===== src/rtl/keccak_padder_if.sv =====
// Message-word / block handshake bundle for keccak_padder.
// master: host + permutation-core side; slave: the padder itself.
interface keccak_padder_if #(
  parameter int RATE = 576
);
  logic [63:0]     in;
  logic            in_ready;
  logic            is_last;
  logic [2:0]      byte_num;
  logic            buffer_full;
  logic [RATE-1:0] out;
  logic            out_ready;
  logic            out_last;
  logic            f_ack;

  modport master (
    output in, in_ready, is_last, byte_num, f_ack,
    input  buffer_full, out, out_ready, out_last
  );

  modport slave (
    input  in, in_ready, is_last, byte_num, f_ack,
    output buffer_full, out, out_ready, out_last
  );
endinterface


===== src/rtl/keccak_padder.sv =====
// keccak_padder: packs 64-bit message words into RATE-bit blocks and applies
// Keccak multi-rate padding (domain byte, zero fill, final 0x80) on the last word.
// Optional macro KECCAK_PADDER_SHA3_DOMAIN_EN selects the SHA-3 domain byte 0x06
// instead of the original Keccak 0x01.
module keccak_padder #(
  parameter int RATE = 576
) (
  input logic             clk,
  input logic             reset,
  keccak_padder_if.slave  bus
);
  localparam int W  = RATE / 64;
  localparam int CW = $clog2(W + 1);

`ifdef KECCAK_PADDER_SHA3_DOMAIN_EN
  localparam logic [7:0] DOMAIN = 8'h06;
`else
  localparam logic [7:0] DOMAIN = 8'h01;
`endif

  typedef enum logic [1:0] {ACCUM, FULL, DONE} state_t;

  state_t          state, state_n;
  logic [RATE-1:0] blk, blk_n;
  logic [CW-1:0]   cnt, cnt_n;
  logic            last, last_n;
  logic [63:0]     keep_mask;
  logic [63:0]     pad_word;

  // Final word: keep the leading byte_num bytes, drop the domain byte right after them.
  always_comb begin
    keep_mask = ~(64'hFFFF_FFFF_FFFF_FFFF >> {byte_num_shift(bus.byte_num)});
    pad_word  = (bus.in & keep_mask) | ({56'd0, DOMAIN} << {~bus.byte_num, 3'b000});
  end

  function automatic logic [5:0] byte_num_shift(input logic [2:0] n);
    return {n, 3'b000};
  endfunction

  // Next-state, slot writes and padding.
  // NOTE: every variable gets its hold value first so no path leaves it unassigned (no latch).
  always_comb begin
    state_n = state;
    blk_n   = blk;
    cnt_n   = cnt;
    last_n  = last;
    unique case (state)
      ACCUM: begin
        if (bus.in_ready) begin
          cnt_n = cnt + CW'(1);
          if (bus.is_last) begin
            for (int i = 0; i < W; i++) begin
              if (CW'(i) == cnt)     blk_n[RATE-1-64*i -: 64] = pad_word;
              else if (CW'(i) > cnt) blk_n[RATE-1-64*i -: 64] = '0;
            end
            blk_n[7:0] = blk_n[7:0] | 8'h80;
            last_n     = 1'b1;
            state_n    = FULL;
          end else begin
            for (int i = 0; i < W; i++) begin
              if (CW'(i) == cnt) blk_n[RATE-1-64*i -: 64] = bus.in;
            end
            if (cnt == CW'(W - 1)) state_n = FULL;
          end
        end
      end
      FULL: begin
        if (bus.f_ack) begin
          blk_n   = '0;
          cnt_n   = '0;
          last_n  = 1'b0;
          state_n = last ? DONE : ACCUM;
        end
      end
      DONE: begin
        state_n = DONE;
      end
      default: begin
        state_n = ACCUM;
      end
    endcase
  end

  // State and datapath registers with synchronous reset.
  // NOTE: the block register is reset too, because out must read zero after reset.
  always_ff @(posedge clk) begin
    // NOTE: non-blocking assignments so every register samples pre-edge values.
    if (reset) begin
      state <= ACCUM;
      blk   <= '0;
      cnt   <= '0;
      last  <= 1'b0;
    end else begin
      state <= state_n;
      blk   <= blk_n;
      cnt   <= cnt_n;
      last  <= last_n;
    end
  end

  assign bus.buffer_full = (state != ACCUM);
  assign bus.out_ready   = (state == FULL);
  assign bus.out_last    = last;
  assign bus.out         = blk;
endmodule

===== src/flat_wrapper.sv =====
// flat-port wrapper written by rule: the top's interface ports become plain ports
module keccak_padder_flat 
#(
  parameter int RATE = 576
)
  (clk, reset, bus_in, bus_in_ready, bus_is_last, bus_byte_num, bus_f_ack, bus_buffer_full, bus_out, bus_out_ready, bus_out_last);
  keccak_padder_if #(.RATE(RATE)) bus_i ();
  input logic clk;
  input logic reset;
  input wire logic [$bits(bus_i.in)-1:0] bus_in;
  input wire logic [$bits(bus_i.in_ready)-1:0] bus_in_ready;
  input wire logic [$bits(bus_i.is_last)-1:0] bus_is_last;
  input wire logic [$bits(bus_i.byte_num)-1:0] bus_byte_num;
  input wire logic [$bits(bus_i.f_ack)-1:0] bus_f_ack;
  output wire logic [$bits(bus_i.buffer_full)-1:0] bus_buffer_full;
  output wire logic [$bits(bus_i.out)-1:0] bus_out;
  output wire logic [$bits(bus_i.out_ready)-1:0] bus_out_ready;
  output wire logic [$bits(bus_i.out_last)-1:0] bus_out_last;
  assign bus_i.in = bus_in;
  assign bus_i.in_ready = bus_in_ready;
  assign bus_i.is_last = bus_is_last;
  assign bus_i.byte_num = bus_byte_num;
  assign bus_i.f_ack = bus_f_ack;
  assign bus_buffer_full = bus_i.buffer_full;
  assign bus_out = bus_i.out;
  assign bus_out_ready = bus_i.out_ready;
  assign bus_out_last = bus_i.out_last;
  keccak_padder #(.RATE(RATE)) u_core (.clk(clk), .reset(reset), .bus(bus_i));
endmodule

===== config.mk =====
export PLATFORM = sky130hd
export DESIGN_NAME = keccak_padder_flat
export DESIGN_NICKNAME = d
export VERILOG_FILES = /design/src/rtl/keccak_padder_if.sv /design/src/rtl/keccak_padder.sv /design/src/flat_wrapper.sv
export SDC_FILE = /design/constraint.sdc
export NUM_CORES = 1
export LEC_CHECK = 0
export CORE_ASPECT_RATIO = 0.8
export CORE_MARGIN = 5
export CORE_UTILIZATION = 40
export CTS_BUF_LIST = sky130_fd_sc_hd__clkbuf_16
export DETAILED_ROUTE_END_ITERATION = 8
export PLACE_DENSITY = 0.83
export SKIP_LAST_GASP = 1
export SLEW_MARGIN = 25
export SYNTH_ARGS = -nofsm -noshare
export SYNTH_HDL_FRONTEND = slang
export SYNTH_SLANG_ARGS = --single-unit

===== constraint.sdc =====
create_clock -name clk -period 2.1 [get_ports clk]
set_clock_uncertainty 0.05 [all_clocks]
set_input_delay 0.315 -clock clk [delete_from_list [all_inputs] [get_ports clk]]
set_output_delay 0.315 -clock clk [all_outputs]
set_load 0.1 [all_outputs]

# Yosys cells after proc, flatten, opt, wreduce, memory -nomap -nowiden
# Cells that the tools add are included.
[op_classes]
addsub = 1
mul = 0
div_mod_pow = 0
order_cmp = 9
n_eq_ne = 33
shifts = 2
n_mux = 44
n_bitwise = 4
reduce_logical = 17
[ops]
columns = ["op", "n"]
rows = [
  ["two-way mux 576 bit", 3],
  ["two-way mux 64 bit", 27],
  ["one-hot mux 576 bit (2 select lines)", 1],
  ["AND 64 bit", 1],
  ["NOT 64 bit", 1],
  ["OR 64 bit", 1],
  ["<< shifter 1 x 6 -> 64 bit, first input constant", 1],
  ["right shift 64 x 6 -> 64 bit, first input constant", 1],
  ["AND reduction 5 bit", 9],
  ["!= test 3 x 2 -> 1 bit, second input constant", 10],
  ["!= test 3 x 1 -> 1 bit, second input constant", 9],
  ["equality test 3 x 4 -> 1 bit, first input constant", 4],
  ["> comparator 3 x 4 -> 1 bit, first input constant", 4],
  ["two-way mux 2 bit", 5],
  ["equality test 2 x 4 -> 1 bit, first input constant", 2],
  ["> comparator 1 x 4 -> 1 bit, first input constant", 2],
  ["> comparator 2 x 4 -> 1 bit, first input constant", 2],
  ["two-way mux 4 bit", 2],
  ["one-hot mux 4 bit (2 select lines)", 1],
  ["AND reduction 4 bit", 2],
  ["!= test 2 bit, second input constant", 3],
  ["one-hot mux 2 bit (3 select lines)", 1],
  ["AND reduction 3 bit", 2],
  ["adder 4 x 1 -> 4 bit, second input constant", 1],
  ["other kinds (12)", 15],
]
[totals]
reg_bits = 583
latch_bits = 0
mem_bits_rw = 0
romBits = 0
in_bits = 72
output_inout_bits = 579
n_memories = 0

# Depth between registers and ports, before layout
# Gate-level depths: netlist (run 1).
[logic_depth]
word_depth = 8
ltp_mapped = 10
mapped_depth_nobuf = 6

# Least setup slack after synthesis (run 1)
# No wires, ideal clock.
[synth_timing]
kind = "register -> register"
start = "register u_core.state[1]"
end = "register u_core.blk[320] (netlist: u_core.bus.out[320])"
setup_ns = 0.119
arrival_time_ns = 2.318
path_slack_ns = -0.387
path_stages_with_launch = 7
n_path_buf = 2
cell_sequence = "dfxtp_1 > buf_2 > nand2b_1 > inv_2 > clkbuf_1 > nor3_1 > a32o_1"
[synth_between]
elab_chain_cells = 3
word_cells_on_any_way = 9
classes_between = "eq/ne (5); mux (1); reduce/logical (3)"
[synth_rtl]
columns = ["element", "line", "rtl"]
rows = [
  ["start: declaration", "keccak_padder.sv:23", "state_t state, state_n;"],
  ["start signal: assignment", "keccak_padder.sv:94", "state <= state_n;"],
  ["equality test 2 x 1 -> 1 bit *", "n/a", ""],
  ["named net bus_out_ready", "flat_wrapper.sv:17", "output wire logic [$bits(bus_i.out_ready)-1:0] bus_out_ready;"],
  ["!= test 2 bit (no line) or nonzero test 2 bit (tied branches)", "n/a", ""],
  ["AND reduction 5 bit (no line)", "n/a", ""],
  ["end signal: assignment", "keccak_padder.sv:95", "blk <= blk_n;"],
  ["end: declaration", "keccak_padder.sv:24", "logic [RATE-1:0] blk, blk_n;"],
]
# Mark *: on every way through the listed nets, which the timed path passes. The rest lies on a longest branch.
# A chain may end at the register's enable or synchronous reset.

# Final worst setup path (run 1)
[layout_timing]
start = "register u_core.cnt[1]"
end = "register u_core.blk[544] (netlist: u_core.bus.out[544])"
[layout_between]
elab_chain_cells = 5
word_cells_on_any_way = 9
classes_between = "order compare (1); eq/ne (2); mux (4); reduce/logical (2)"
[layout_rtl]
columns = ["element", "line", "rtl"]
rows = [
  ["start: declaration", "keccak_padder.sv:25", "logic [CW-1:0] cnt, cnt_n;"],
  ["start signal: assignment", "keccak_padder.sv:96", "cnt <= cnt_n;"],
  ["branches (longest 5 deep; another with > comparator 1 x 4 -> 1 bit)", "n/a", ""],
]
# Parallel ways; which one is timed is not known. The select of a mux whose other input is x is not followed.

==> metrics.md, run 1 <==
| Metric | Value |
|---|---|
| Area leader, netlist | dfxtp_1 |
| Clk_lat worst skew | between 0.6 and 0.7 ns |
| Mean post-synth cell area | 9.00 um^2 |
| H-tree Lvls | 2 |
| Number of global-route vias before repair | roughly 24,000 |
| Routed vias/inst | 6.09 |
| Final WS setup | -0.0276 ns |
| Max transition margin | 0.490 |
| Worst-Margin Slew | roughly 0.76 ns |
| Mapped Nets | 2,669 |
| CP cell instances | inv_4 -> ha_4 -> or3b_4 -> a211oi_4 -> buf_4 -> nor2_4 -> buf_6 -> a22o_1 |
| Post-synth top area share | 0.500 |
| Async SR Flop Fraction | 0 |
| Mapped Cells | approximately 2,600 |
| Tightest Hold Check Type | in -> reg |
| Final Hold Viols | 0 |
| Post-layout nets | between 3,000 and 4,000 |
| DR vias | approximately 26,000 |
| Clock transition at path regs | about 0.070 ns |
| Iteration-0 DRC Markers | between 3,000 and 4,000 |
| Max cap viols | 0 |
| Final Max Slew Viols | 0 |
| Post-Syn Area | ~0.023 mm^2 |
| Commonest cells in the netlist | 583 x dfxtp_1, 277 x nand2_1, 267 x o21ai_0 |
| Total gr overflow | 0 |
| Global-route wire length before repair | around 160,000 um |
| FF-to-FF Start | u_core.cnt[1] |
| Hpwl dp | ~83,000 um |
| Final core occ | 0.595 |
| TritonCTS clock tree | built |
| Root buf cell | clkbuf_16 |
| Gp weighted congestion | 1.01 |
| Die X | ~280 um |
| Crit path kind | reg -> reg |
| Crit end category | register |
| WHS | 0.0627 ns |
| Final worst path period need | about 2.1 ns |
| Port bufs | between 600 and 700 |
| Sink Count | 583 |
| Seq/Total Area, Yosys | 0.500 |
| Final setup vio count | 5 |
| CTS max path bufs | 3 |
| Layout cell share with drive strength beyond 1 | 0.338 |
| Antenna violations before repair | 4 |
| Largest net degree at the start of global routing | between 100 and 150 |
| Min-delay src | bus_is_last |
| Slowest stage delay, CP | ~0.45 ns |
| Arrival time at the worst endpoint | ~2.6 ns |
| All-Layer GR Usage | 0.326 |
| CP startpoint kind | register |
| RSZ-0062 raised after global routing | true |
| CTS buffer count | 58 |
| Most frequent cell after synthesis | dfxtp_1 |
| Worst Hold Path EP | u_core.bus.out_last |
| Worst-path fanout max | 6 |
| Fmax | around 470 MHz |
| Hold Path Depth | 3 |
| Die area | about 0.063 mm^2 |
| Family with the most delay on the worst path | simple AND/OR/NAND/NOR gates |
| Crit Reg-Reg Endpoint | u_core.bus.out[544] |
| Critical Path RT | ~2.6 ns |
| Buffer and inverter count on the worst path | 3 |
| Maximum vdd drop | ~0.00064 V |
| WL per Instance | approximately 26 um |
| R2r worst-path depth | 8 |
| Residual DRC | 0 |
| Pwr/cell area | just under 900 mW/mm^2 |
| Failing checks | setup timing |
| Top_reg_cell synth | dfxtp_1 |
| Yosys warnings | 0 |
| Site Rows | 79 |
| Status | finished with violations |
| Initial core utilization | 0.403 |
| Final ANT Viol Nets | 0 |
| Synth cell types | between 90 and 100 |
| Final worst path period share | 1.01 |
| Hold_buf cts | 0 |
| Design Area, Final | about 0.034 mm^2 |
| Leakage | 14.3 nW |
| Pre-antenna DRT Iters | 6 |
| EDFF count, synth | 0 |
| Seq cells post-synth | 583 |
| Die Height | around 230 um |
| Core ar. | roughly 0.058 mm^2 |
| Io pins | approximately 650 |
| Slowest CP cell | or3b_4 |
| Fin Setup TNS | -0.0557 ns |
| FILL cells | around 4,900 |
| Largest cells by area after synthesis | dfxtp_1 50%, o21ai_0 5.7%, a21oi_1 5.5%, nand2_1 4.5%, nand4_1 3.5% |
| Flop2flop setup slack | -0.03 ns |
| Syn-to-layout area delta | 47.8% |
| DRT Wirelength | ~110,000 um |
| Dpl cell area | between 0.03 and 0.04 mm^2 |
==> tightest hold or removal path: cells and delay by family <==
| family | cells | cell delay [ns] |
|---|---|---|
| and+or+nand+nor | 1 | 0.09 |
| AOI/OAI and AO/OA | 1 | 0.05 |
| buffers and inverters | 1 | 0.21 |
==> metrics by stage <==
step | power, mW | instances | setup WS [ns]
after floorplan | 17.0 | 2593 | 0.00379
after global placement | 19.8 | 4124 | -0.302
after detailed placement | 19.8 | 4124 | -0.329
after CTS | 30.4 | 4248 | -0.0635
after global routing | 31.3 | 4267 | -0.0580
final | 30.6 | 4267 | -0.0276
==> state kept, by name, indices dropped and copies added, names as in the netlist <==
name / count
u_core.bus.out: 576
u_core.cnt: 4
u_core.state: 2
u_core.bus.out_last: 1
==> timing repair <==
action	4_1_cts	5_1_grt
gates cloned	3	2
endpoints found under the setup margin	263	351
setup buffers	15	15
pin swaps	6	23
hold endpoints to repair	0	0
gates resized for setup	31	45
==> cell families after synthesis <==
family                   share of synthesized area
XOR/XNOR                                  0.000751
buffers and inverters                       0.0539
multiplexers                               0.00622
adder cells (fa/ha/maj)                    0.00215
AND/OR/NAND/NOR                              0.171
flip-flops                                   0.500
AO/OA/AOI/OAI                                0.266
==> layout by cell type (no fill, tap or decap), drive strengths merged, types with 25 or more instances in the layout <==
| master | instances |
|---|---|
| inv | 48 |
| o2bb2ai | 79 |
| o211ai | 26 |
| a22oi | 31 |
| nand4 | 132 |
| o32ai | 49 |
| nand3 | 136 |
| a22o | 89 |
| clkbuf | 62 |
| clkdlybuf4s50 | 69 |
| dfxtp | 583 |
| a21oi | 261 |
| a32o | 28 |
| and2 | 33 |
| clkinv | 25 |
| o21ai | 282 |
| buf | 979 |
| and3 | 46 |
| nand2 | 279 |
| nor2 | 61 |
==> power by group <==
group	internal, mW	switching (mW)	leakage (nW)
logic	2.13	6.05	8.62
registers	11.5	0.286	4.73
clock network	5.97	4.68	0.962
==> metal layers <==
metal	up-vias	wire (um)	track usage
met1	12458	44500	0.444
met3	362	13300	0.0850
met5	-	34	0
met4	4	5770	0.138
li1	11303	-	-
met2	1856	48500	0.492
==> area by class of cell <==
class                   count  area, um^2  share of cell area
diodes                      2        5.00            0.000145
clock buffers              59        1480              0.0428
clock inverters            47         419              0.0122
inverters                  36         150             0.00435
multi-input cells        1719       10700               0.311
flip-flops and latches    583       11700               0.339
well taps                 769         962              0.0279
repair buffers           1052        9070               0.263
==> how the worst max path moves through the flow <==
stage	start	to	depth (start not counted)
2_1_floorplan	u_core.cnt[1]	u_core.bus.out[1]	10
4_1_cts	u_core.cnt[1]	u_core.bus.out[544]	8
3_5_place_dp	bus_in_ready	u_core.bus.out[305]	7
5_1_grt	u_core.cnt[1]	u_core.bus.out[544]	8
3_3_place_gp	bus_byte_num[1]	u_core.bus.out[136]	9
6_report	u_core.cnt[1]	u_core.bus.out[544]	8
No activity file was read; power rests on OpenSTA's default activity.
==> run 2: changes to the inputs <==
--- a/config.mk
+++ b/config.mk
@@ -10,6 +10,7 @@
 export CORE_UTILIZATION = 40
 export CTS_BUF_LIST = sky130_fd_sc_hd__clkbuf_16
 export DETAILED_ROUTE_END_ITERATION = 8
+export GPL_TIMING_DRIVEN = 0
 export PLACE_DENSITY = 0.83
 export SKIP_LAST_GASP = 1
 export SLEW_MARGIN = 25
==> metrics.md, run 2 (synthesis gave the netlist of run 1 again) <==
| Metric | Value |
|---|---|
| Commonest non-fill, non-tap cell in the layout | dfxtp_1 |
| Number of global-route vias before repair | around 25,000 |
| Final worst path period share | 1.11 |
| Layout cell share with drive strength beyond 1 | 0.391 |
| Multi-input combinational cell area | around 0.012 mm^2 |
| Pre-antenna DRT Iters | 8 |
| CP startpoint kind | register |
| Final setup vio count | about 270 |
| Initial core utilization | 0.403 |
| Design Power | approximately 32 mW |
| Max cap viols | 0 |
| Port bufs | ~640 |
| Final Hold Viols | 0 |
| Largest net degree at the start of global routing | 16 |
| All-Layer GR Usage | 0.376 |
| Worst-path fanout max | 9 |
| Clk pwr share | 0.344 |
| Crit end category | register |
| WHS | 0.170 ns |
| CTS max path bufs | 3 |
| Leakage | around 14 nW |
| Layout Cells excl Fill | ~4,300 |
| Iteration-0 DRC Markers | around 3,800 |
| Largest register FFs | 576 |
| Final Max Slew Viols | 0 |
| Die Height | between 200 and 250 um |
| Worst-Margin Slew | 1.17 ns |
| Die area | 0.0633 mm^2 |
| Final worst path period need | approximately 2.3 ns |
| Syn-to-layout area delta | 62.2% |
| Sink Count | a little under 600 |
| CTS buffer count | 57 |
| Final WS setup | -0.230 ns |
| Tightest Hold Check Type | in -> reg |
| Combinational share of power | 0.285 |
| H-tree Lvls | 2 |
| Routed vias/inst | around 6.5 |
| TritonCTS clock tree | built |
| Die X | 280 um |
| Gp weighted congestion | ~1.1 |
| Total gr overflow | 0 |
| Fmax | 429 MHz |
| Area occupied by registers | 0.0117 mm^2 |
| DRT Wirelength | ~130,000 um |
| Critical Path RT | about 2.6 ns |
| Sequential power share | 0.372 |
| Commonest cells after routing, fill and taps aside | 578 x dfxtp_1, 567 x clkdlybuf4s15_2, 245 x nand2_1 |
| Site Rows | 79 |
| Crit path kind | reg -> reg |
| Antenna violations before repair | 11 |
| Internal | between 15 and 20 mW |
| R2r worst-path depth | 7 |
| Final ANT Viol Nets | 0 |
| Maximum vdd drop | roughly 0.00060 V |
| Root buf cell | clkbuf_16 |
| WL per Instance | around 32 um |
| Global-route wire length before repair | between 150,000 and 200,000 um |
| Clk_lat worst skew | 0.62 ns |
| Status | finished with violations |
| Max transition margin | 0.223 |
| Core ar. | about 0.058 mm^2 |
| Pwr/cell area | 840 mW/mm^2 |
| Hpwl dp | 96,000 um |
| Failing checks | setup timing |
| Hold_buf cts | 0 |
| Placed insts | approximately 4,000 |
| Switching share of power | 0.372 |
| FILL cells | 4,466 |
| NetSw | 11.8 mW |
| Arrival time at the worst endpoint | around 2.8 ns |
| Io pins | 651 |
| Hold Path Depth | 3 |
| DR vias | about 28,000 |
| Residual DRC | 0 |
| Clock transition at path regs | 0.07 ns |
| Post-layout nets | approximately 3,500 |
| RSZ-0062 raised after global routing | true |
## run 2: final timing paths
path	to	start	slack, ns
min reg2reg	u_core.bus.out[419]	u_core.bus.out[419]	0.40
max reg2reg	u_core.bus.out[377]	u_core.state[1]	-0.23
max	u_core.bus.out[377]	u_core.state[1]	-0.23
min	u_core.bus.out[427]	bus_in[43]	0.17
## run 2: layout make-up
type                       instances  share of cell area
timing repair buffer             797               0.237
buffer                           239              0.0501
multi-input combinational       1718               0.322
clock inverter                    49              0.0125
tap                              769              0.0254
clock buffer                      59              0.0390
inverter                          36             0.00433
sequential                       583               0.309
antenna                           12            0.000794
## run 2: layer usage
metal / up-vias / global-route usage / wire [um]
met2: 2408 / 0.557 / 56200
met4: 2 / 0.203 / 10400
li1: 11322 / - / -
met3: 658 / 0.117 / 17800
met1: 13177 / 0.491 / 50100
met5: - / 0 / 16
## run 2: power groups by stage
| stage | combinational, mW | clock (mW) | sequential [mW] |
|---|---|---|---|
| global route | 9.17 | 11.4 | 11.8 |
| CTS | 8.14 | 10.9 | 11.8 |
| floorplan | 1.92 | 0 | 15.1 |
| detailed placement | 7.51 | 0 | 12.0 |
| global placement | 7.47 | 0 | 12.0 |
| finish | 9.04 | 10.9 | 11.8 |
## run 2: timing repair
| item | 4_1_cts | 5_1_grt |
|---|---|---|
| cloned | 4 | 18 |
| setup buffers | 89 | 49 |
| endpoints found under the setup margin | 1150 | 575 |
| pin swaps | 65 | 132 |
| gates resized for setup | 2142 | 407 |
## run 2: stage by stage
| stage | TNS [ns] | area (um^2) | worst slack (ns) | utilization |
|---|---|---|---|---|
| 6_report | -15.28 | 37800 | -0.230 | 0.653 |
| 5_1_grt | -24.13 | 37800 | -0.378 | 0.653 |
| 4_1_cts | -3.23 | 35700 | -0.122 | 0.616 |
| 3_5_place_dp | -566.06 | 30800 | -1.44 | 0.531 |
| 3_3_place_gp | -570.42 | 30800 | -1.45 | 0.532 |
| 2_1_floorplan | 0 | 23400 | 0.00379 | - |
## run 2: critical path, stage by stage (launching register included)
cell and delay (ns):
dfxtp_1 0.32, buf_4 0.23, nand2b_4 0.22, inv_6 0.07, buf_4 0.20, nor3b_1 0.72
nand4_1 0.22, a21oi_1 0.23
